### src/rtl/circle_seq.sv
// circle_seq: optional full-frame clear (CIRCLE_SEQ_CLEAR_EN) followed by a circle-engine
// run with latched parameters; clear and circle pixels share the single VGA plot port.
module circle_seq #(
   parameter int         SCREEN_W     = 160,
   parameter int         SCREEN_H     = 120,
   parameter logic [2:0] CLEAR_COLOUR = 3'b000
) (
   input  logic       clk,
   input  logic       rst_n,
   input  logic       start,
   input  logic [2:0] colour,
   input  logic [7:0] centre_x,
   input  logic [6:0] centre_y,
   input  logic [7:0] radius,
   output logic       done,
   output logic       circ_start,
   output logic [2:0] circ_colour,
   output logic [7:0] circ_centre_x,
   output logic [6:0] circ_centre_y,
   output logic [7:0] circ_radius,
   input  logic       circ_done,
   input  logic [7:0] circ_x,
   input  logic [6:0] circ_y,
   input  logic [2:0] circ_colour_in,
   input  logic       circ_plot,
   output logic [7:0] vga_x,
   output logic [6:0] vga_y,
   output logic [2:0] vga_colour,
   output logic       vga_plot,
   output logic [1:0] dbg_state
);

   typedef enum logic [1:0] {
      S_IDLE  = 2'd0,
      S_CLEAR = 2'd1,
      S_DRAW  = 2'd2,
      S_DONE  = 2'd3
   } state_t;

   localparam logic [7:0] X_LIM = 8'(SCREEN_W);
   localparam logic [6:0] Y_LIM = 7'(SCREEN_H);

   state_t     state_q;
   logic       done_q;
   logic       circ_start_q;
   logic [2:0] colour_q;
   logic [7:0] centre_x_q;
   logic [6:0] centre_y_q;
   logic [7:0] radius_q;
`ifdef CIRCLE_SEQ_CLEAR_EN
   localparam logic [7:0] X_LAST = 8'(SCREEN_W - 1);
   localparam logic [6:0] Y_LAST = 7'(SCREEN_H - 1);
   logic [7:0] cx_q;
   logic [6:0] cy_q;
`endif

   always_ff @(posedge clk or negedge rst_n) begin
      if (!rst_n) begin
         state_q      <= S_IDLE;
         done_q       <= 1'b0;
         circ_start_q <= 1'b0;
         colour_q     <= '0;
         centre_x_q   <= '0;
         centre_y_q   <= '0;
         radius_q     <= '0;
`ifdef CIRCLE_SEQ_CLEAR_EN
         cx_q         <= '0;
         cy_q         <= '0;
`endif
      end else begin
         case (state_q)
            S_IDLE: begin
               if (start) begin
                  colour_q   <= colour;
                  centre_x_q <= centre_x;
                  centre_y_q <= centre_y;
                  radius_q   <= radius;
`ifdef CIRCLE_SEQ_CLEAR_EN
                  cx_q       <= '0;
                  cy_q       <= '0;
                  state_q    <= S_CLEAR;
`else
                  state_q      <= S_DRAW;
                  circ_start_q <= 1'b1;
`endif
               end
            end
`ifdef CIRCLE_SEQ_CLEAR_EN
            // y runs fastest; the last column's last row hands over to the engine
            S_CLEAR: begin
               if (cy_q == Y_LAST) begin
                  cy_q <= '0;
                  if (cx_q == X_LAST) begin
                     cx_q         <= '0;
                     state_q      <= S_DRAW;
                     circ_start_q <= 1'b1;
                  end else begin
                     cx_q <= cx_q + 8'd1;
                  end
               end else begin
                  cy_q <= cy_q + 7'd1;
               end
            end
`endif
            S_DRAW: begin
               if (circ_done) begin
                  state_q <= S_DONE;
                  done_q  <= 1'b1;
               end
            end
            S_DONE: begin
               if (!start) begin
                  state_q      <= S_IDLE;
                  done_q       <= 1'b0;
                  circ_start_q <= 1'b0;
               end
            end
            default: state_q <= S_IDLE;
         endcase
      end
   end

   // Engine pixels pass straight through; off-screen ones lose their strobe only
   always_comb begin
      vga_x      = '0;
      vga_y      = '0;
      vga_colour = '0;
      vga_plot   = 1'b0;
      case (state_q)
`ifdef CIRCLE_SEQ_CLEAR_EN
         S_CLEAR: begin
            vga_x      = cx_q;
            vga_y      = cy_q;
            vga_colour = CLEAR_COLOUR;
            vga_plot   = 1'b1;
         end
`endif
         S_DRAW: begin
            vga_x      = circ_x;
            vga_y      = circ_y;
            vga_colour = circ_colour_in;
            vga_plot   = circ_plot & (circ_x < X_LIM) & (circ_y < Y_LIM);
         end
         default: ;
      endcase
   end

   assign done          = done_q;
   assign circ_start    = circ_start_q;
   assign circ_colour   = colour_q;
   assign circ_centre_x = centre_x_q;
   assign circ_centre_y = centre_y_q;
   assign circ_radius   = radius_q;
   assign dbg_state     = state_q;

endmodule

### config.mk
export PLATFORM = sky130hd
export DESIGN_NAME = circle_seq
export DESIGN_NICKNAME = d
export VERILOG_FILES = /design/src/rtl/circle_seq.sv
export SDC_FILE = /design/constraint.sdc
export NUM_CORES = 1
export LEC_CHECK = 0
export ABC_AREA = 1
export CORE_UTILIZATION = 34
export CTS_CLUSTER_DIAMETER = 100
export CTS_CLUSTER_SIZE = 14
export DETAILED_ROUTE_END_ITERATION = 8
export MAX_ROUTING_LAYER = met4
export PLACE_DENSITY_LB_ADDON = 0.08
export SETUP_SLACK_MARGIN = 0.2
export SLEW_MARGIN = 20
export SYNTH_ARGS = -nofsm -noshare
export SYNTH_HDL_FRONTEND = slang
export SYNTH_SLANG_ARGS = --single-unit
### constraint.sdc
create_clock -name clk -period 1.49 [get_ports clk]
set_input_delay 0.3725 -clock clk [delete_from_list [all_inputs] [get_ports clk]]
set_output_delay 0.3725 -clock clk [all_outputs]
set_load 0.01 [all_outputs]
==> out/metrics.cfg, run 1 <==
[die]
dieWidth_um=65.63
die_area_mm2=0.004307
core_area_mm2=0.003771
rows=22
die_h_um=65.63
io_pins=98
start_util_pct=36.50

[layout]
nFillCells=259
multi_input_area_um2=774.5
synthToLayoutAreaGrowth_pct=112.4
final_nets=342
seq_area_um2=753.2
final_cell_mix=47 x clkdlybuf4s50_1, 31 x nand2_1, 28 x dfrtp_1, 26 x nand2_2, 22 x nand3_1
diodes=0
layout.cells.non_filler=341
final_common_cell=clkdlybuf4s50_1
drive_gt1_share_pct=41.30

[placed_design]
place.gp.congestion=0.7356
placed_cells=319
dp_hpwl_um=2772
io_buffers=97
post-place-ws_ns=-0.5559

[cts]
root_buffer=clkbuf_8
cts_buffer_depth=2
cts_sinks=30
clk_latency_ns=0.26
cts_tree=done
cts_buffers=5
cts.clk_slew.worst_paths_ns=0.06
htreeDepth=2

[pwr]
p_clk_share_pct=10.3
pwr-share-comb_pct=63.6
power_density_mw_per_mm2=1945
internal_power_w=0.003328
vdd_ir_drop_max_v=0.001130
leakage_nw=1.428
power.switching_w=0.002357
switching_share_pct=41.46
p_seq_share_pct=26.2

[grt]
grt_max_degree=31
grt_overflow=0
grt_use_total_pct=19.64
antenna_found_initial=0
grt_pass1_wl_um=6361
first_global_vias=1391

[routing]
detail-route-antenna-nets=0
via_per_inst=4.595
wirelength_um=4620
drt_pass1_iterations=4
wl_per_cell_um=13.55
via_count=1567
drc=0
drt_iter0_markers=87

[setup_path]
reg2reg_slack_ns=0.15
startpoint_type=flop
cp.arrival_ns=1.31
cp_max_fo=5
worstSetupPathType=flop to output pin
rr_worst_depth=7
worstReg2RegEnd=circ_centre_x[3]
reg2reg_from=dbg_state[1]
crit_required_ns=1.12
end_kind=output pin

[synth]
synth-seq-area-share_pct=54.55
synth_cell_type_count=14
netlist_instances=172
ys_ff_latch=30
synth.avg_cell_area_um2=8.002
ys_warn_count=0
synth_area_mm2=0.001376
synthesis.nets=221

[timing]
clock.fmax_mhz=593.8
maxSlewViolCount=0
hold_viol_final=0
rsz0062_at_grt=true
fin_crit_ns=1.684
finalClockSkew_ns=0.003202
post-route-period-util_pct=113.0
setup_ws_ns=-0.1942
finalSetupViolCount=19
worst_pin_slew_ns=0.4995
relSlewSlack_pct=66.70

[status]
violations=setup timing
status=complete, but fails checks

[flow_run]
max_cap_violations=0

[hold_path]
hold_class=primary input to async pin

layer usage:
layer / GRT usage (%) / up-vias / wire length (um)
met4: 4.076 / 0 / 57
met2: 32.27 / 50 / 2398
met1: 24.02 / 739 / 1905
met3: 5.382 / 4 / 258
li1: - / 774 / -
met5: - / - / 0
worst max path at each step:
stage,startpoint,to
after CTS,dbg_state[0],vga_plot
after global placement,circ_x[6],vga_plot
after detailed placement,circ_x[6],vga_plot
after floorplan,dbg_state[1],vga_colour[0]
after global routing,dbg_state[1],vga_x[4]
final,dbg_state[1],vga_x[4]
through the flow:
stage,hold slack (ns),TNS (ns),util (%),total power [W],instance area (um^2)
floorplan,0.07691,0,-,0.002736,1463
global placement,0.4522,-8.122,66.49,0.004103,2507
detailed placement,0.4579,-8.092,66.49,0.004134,2507
CTS,0.4729,-2.281,70.17,0.004867,2646
global route,0.4833,-3.284,77.51,0.006049,2923
finish,0.4693,-2.310,77.51,0.005685,2923
worst max-delay path: stages, from the launching register on:
cell     delay (ns)
dfrtp_2        0.37
inv_2          0.05
nor2_4         0.12
buf_4          0.14
buf_12         0.12
inv_8          0.05
nor2_1         0.07
buf_2          0.14
sequential cells by signal, summed over array words and instances, names as in the netlist:
| signal | flops |
|---|---|
| circ_radius | 8 |
| circ_centre_x | 8 |
| circ_centre_y | 7 |
| circ_start | 1 |
| done | 1 |
| dbg_state | 2 |
| circ_colour | 3 |
kinds of logic after synthesis:
logic type | count (synthesis) | share of synthesized area [%]
compound gates | 4 | 1.455
buf+inv | 28 | 10.18
flops | 30 | 54.55
simple gates | 110 | 33.82
cells in the mapped netlist:
cell type / instances / share of area [%]
inv_1: 19 / 5.2
dfrtp_1: 30 / 55
clkbuf_1: 1 / 0.27
buf_6: 3 / 2.5
nor2_2: 1 / 0.45
nand2_4: 1 / 0.82
nor2_4: 1 / 0.82
inv_2: 1 / 0.27
nand2_1: 60 / 16
nor2_1: 19 / 5.2
buf_2: 1 / 0.36
o21ai_0: 4 / 1.5
nand3_1: 28 / 10
buf_4: 3 / 1.6
repair_timing:
action | CTS | global route
hold buffers | 0 | 0
cloned | 3 | 6
resized for setup | 166 | 77
buffers inserted | 4 | 2
pin swaps | 2 | 34
setup endpoints to repair | 49 | 50
power groups by stage:
stage / Sequential (W) / Clock (W) / Combinational [W]
floorplan: 0.00163 / 0 / 0.00111
detailed placement: 0.00141 / 0 / 0.00272
global route: 0.00153 / 0.000637 / 0.00388
finish: 0.00149 / 0.000585 / 0.00361
CTS: 0.00141 / 0.000597 / 0.00286
global placement: 0.00141 / 0 / 0.00270
cell type report:
type                            count  share of cell area [%]
Timing Repair inverter              3                   1.070
Tap cell                           48                   2.055
Sequential cell                    30                   25.77
Multi-Input combinational cell    117                   26.50
Inverter                           20                   2.825
Clock buffer                        7                   2.611
Timing Repair Buffer              116                   39.17
Note: power is estimated with default switching activity, not from simulation.
==> run 2, diff against run 1 <==
- CELL_PAD_IN_SITES_DETAIL_PLACEMENT: unset -> 2
- CELL_PAD_IN_SITES_GLOBAL_PLACEMENT: unset -> 2
- CORE_UTILIZATION: 34 -> 18
- CTS_BUF_LIST: unset -> sky130_fd_sc_hd__clkbuf_4 sky130_fd_sc_hd__clkbuf_8
==> out/metrics.cfg, run 2 (synthesis results as in run 1) <==
[setup_path]
cp.arrival_ns=1.26  ; -0.05 ns
rr_worst_depth=8  ; +1
crit_required_ns=1.12  ; about the same
worstSetupPathType=flop to output pin
end_kind=output pin
cp_max_fo=2  ; -3
startpoint_type=flop

[grt]
grt_overflow=0  ; unchanged
grt_pass1_wl_um=7914  ; +24%
first_global_vias=1597  ; +15%
grt_max_degree=31  ; unchanged
antenna_found_initial=0  ; unchanged
grt_use_total_pct=13.62  ; -6.0 points

[timing]
fin_crit_ns=1.630  ; -0.05436 ns
fin_hold_ws_ns=0.4525  ; -0.01672 ns
worst_pin_slew_ns=0.2794  ; -0.2201 ns
post-route-period-util_pct=109.4  ; -3.6 points
finalClockSkew_ns=0.004034  ; +0.0008322 ns
maxSlewViolCount=0  ; unchanged
hold_viol_final=0  ; unchanged
fin_tns_setup_ns=-2.186  ; +0.1232 ns
clock.fmax_mhz=613.6  ; +3.3%
relSlewSlack_pct=81.34  ; +15 points
setup_ws_ns=-0.1398  ; +0.05436 ns
finalSetupViolCount=20  ; +1
rsz0062_at_grt=true

[pwr]
pwr-share-comb_pct=60.7  ; -2.9 points
switching_share_pct=41.38  ; -0.078 points
p_seq_share_pct=27.0  ; +0.8 points
p_clk_share_pct=12.3  ; +2.0 points
leakage_nw=1.434  ; +0.42%
vdd_ir_drop_max_v=0.0006635  ; -41%
internal_power_w=0.003167  ; -4.8%
power_density_mw_per_mm2=1891  ; -2.8%
power.switching_w=0.002236  ; -5.1%

[placed_design]
post-place-ws_ns=-0.5553  ; +0.0005800 ns
dp_hpwl_um=3785  ; +37%
place.gp.congestion=0.6691  ; -9.0%
dpl_cell_area_mm2=0.002604  ; +3.8%
io_buffers=97  ; unchanged

[die]
dieWidth_um=89.44  ; +36%
start_util_pct=18.77  ; -18 points
core_area_mm2=0.007331  ; +94%
die_h_um=89.44  ; +36%
rows=31  ; +41%
die_area_mm2=0.008000  ; +86%
io_pins=98  ; unchanged

[routing]
detail-route-antenna-nets=0  ; unchanged
via_count=1579  ; +0.77%
wirelength_um=5316  ; +15%
drt_iter0_markers=32  ; -63%
drc=0  ; unchanged
drt_pass1_iterations=4  ; unchanged
wl_per_cell_um=13.67  ; +0.87%
via_per_inst=4.059  ; -12%

[hold_path]
hold_class=primary input to async pin

[layout]
final_util_pct=38.98  ; -39 points
diodes=0  ; unchanged
fin_area_mm2=0.002858  ; -2.2%
final_nets=339  ; -0.88%
final_common_cell=clkdlybuf4s50_1
nFillCells=807  ; +210%
final_cell_mix=47 x clkdlybuf4s50_1, 38 x nand2_1, 28 x nand3_1, 28 x dfrtp_1, 23 x buf_6
drive_gt1_share_pct=42.76  ; +1.5 points
multi_input_area_um2=673.1  ; -13%
synthToLayoutAreaGrowth_pct=107.6
seq_area_um2=753.2  ; unchanged

[cts]
htreeDepth=2  ; unchanged
cts_sinks=30  ; unchanged
clk_latency_ns=0.28  ; +0.02 ns
cts_buffers=5  ; unchanged
cts_buffer_depth=2  ; unchanged
cts_tree=done
cts.clk_slew.worst_paths_ns=0.07  ; about the same
root_buffer=clkbuf_8
cts_hold_buffers=0  ; unchanged

[status]
violations=setup timing
status=complete, but fails checks

[flow_run]
max_cap_violations=0  ; unchanged

## run 2: changes by cell type in the layout (fill, tap and decap cells not counted), moves of 5 or more
| cell | change |
|---|---|
| clkbuf_2 | +6 |
| clkdlybuf4s15_1 | -14 |
| nand2_2 | -5 |
| nand3_2 | -6 |
| nand3_1 | +6 |
| nand2_1 | +7 |
## run 2: worst max-delay path, stage by stage (launching register included)
cell     delay (ns)
dfrtp_2        0.42
nor2_4         0.13
buf_6          0.11
buf_6          0.08
nand2_1        0.04
nor2_1         0.07
buf_2          0.13
## run 2: area by class of cell
class                           instances  area share, %
Clock buffer                            7          2.933
Inverter                               20          3.196
Multi-Input combinational cell        114          23.56
Sequential cell                        30          26.36
Tap cell                               99          4.335
Timing Repair Buffer                  118          39.05
Timing Repair inverter                  1         0.5692
## run 2: power groups by stage
stage | registers (W) | clock network (W) | logic [W]
5_1_grt | 0.00151 | 0.000723 | 0.00360
3_3_place_gp | 0.00142 | 0 | 0.00287
2_1_floorplan | 0.00163 | 0 | 0.00111
6_report | 0.00146 | 0.000664 | 0.00328
3_5_place_dp | 0.00143 | 0 | 0.00290
4_1_cts | 0.00143 | 0.000688 | 0.00304
## run 2: worst paths after layout
path                                start  slack, ns                to
setup / recovery             dbg_state[0]      -0.14          vga_plot
max in group asynchronous           rst_n       0.84      dbg_state[0]
hold / removal                      rst_n       0.45  circ_centre_x[6]
min in group clk           circ_radius[7]       0.47    circ_radius[7]
hold reg to reg            circ_radius[7]       0.47    circ_radius[7]
setup reg to reg             dbg_state[0]       0.04    circ_radius[0]
## run 2: through the flow
stage / cells / power, W
after floorplan: 172 / 0.002736
after global placement: 371 / 0.004291
after detailed placement: 371 / 0.004338
after CTS: 382 / 0.005159
after global routing: 389 / 0.005831
final: 389 / 0.005403
## run 2: repair_timing
item	4_1_cts	5_1_grt
setup buffers	3	5
endpoints found under the hold margin	0	0
cloned	1	2
pin swaps	3	2
resized for setup	180	68
endpoints found under the setup margin	49	75
## run 2: per-layer routing
metal	up-vias	track usage (%)	routed length (um)
li1	759	-	-
met1	763	16.51	2230
met2	53	22.07	2662
met3	4	4.432	380
met4	0	3.030	42
met5	-	-	0
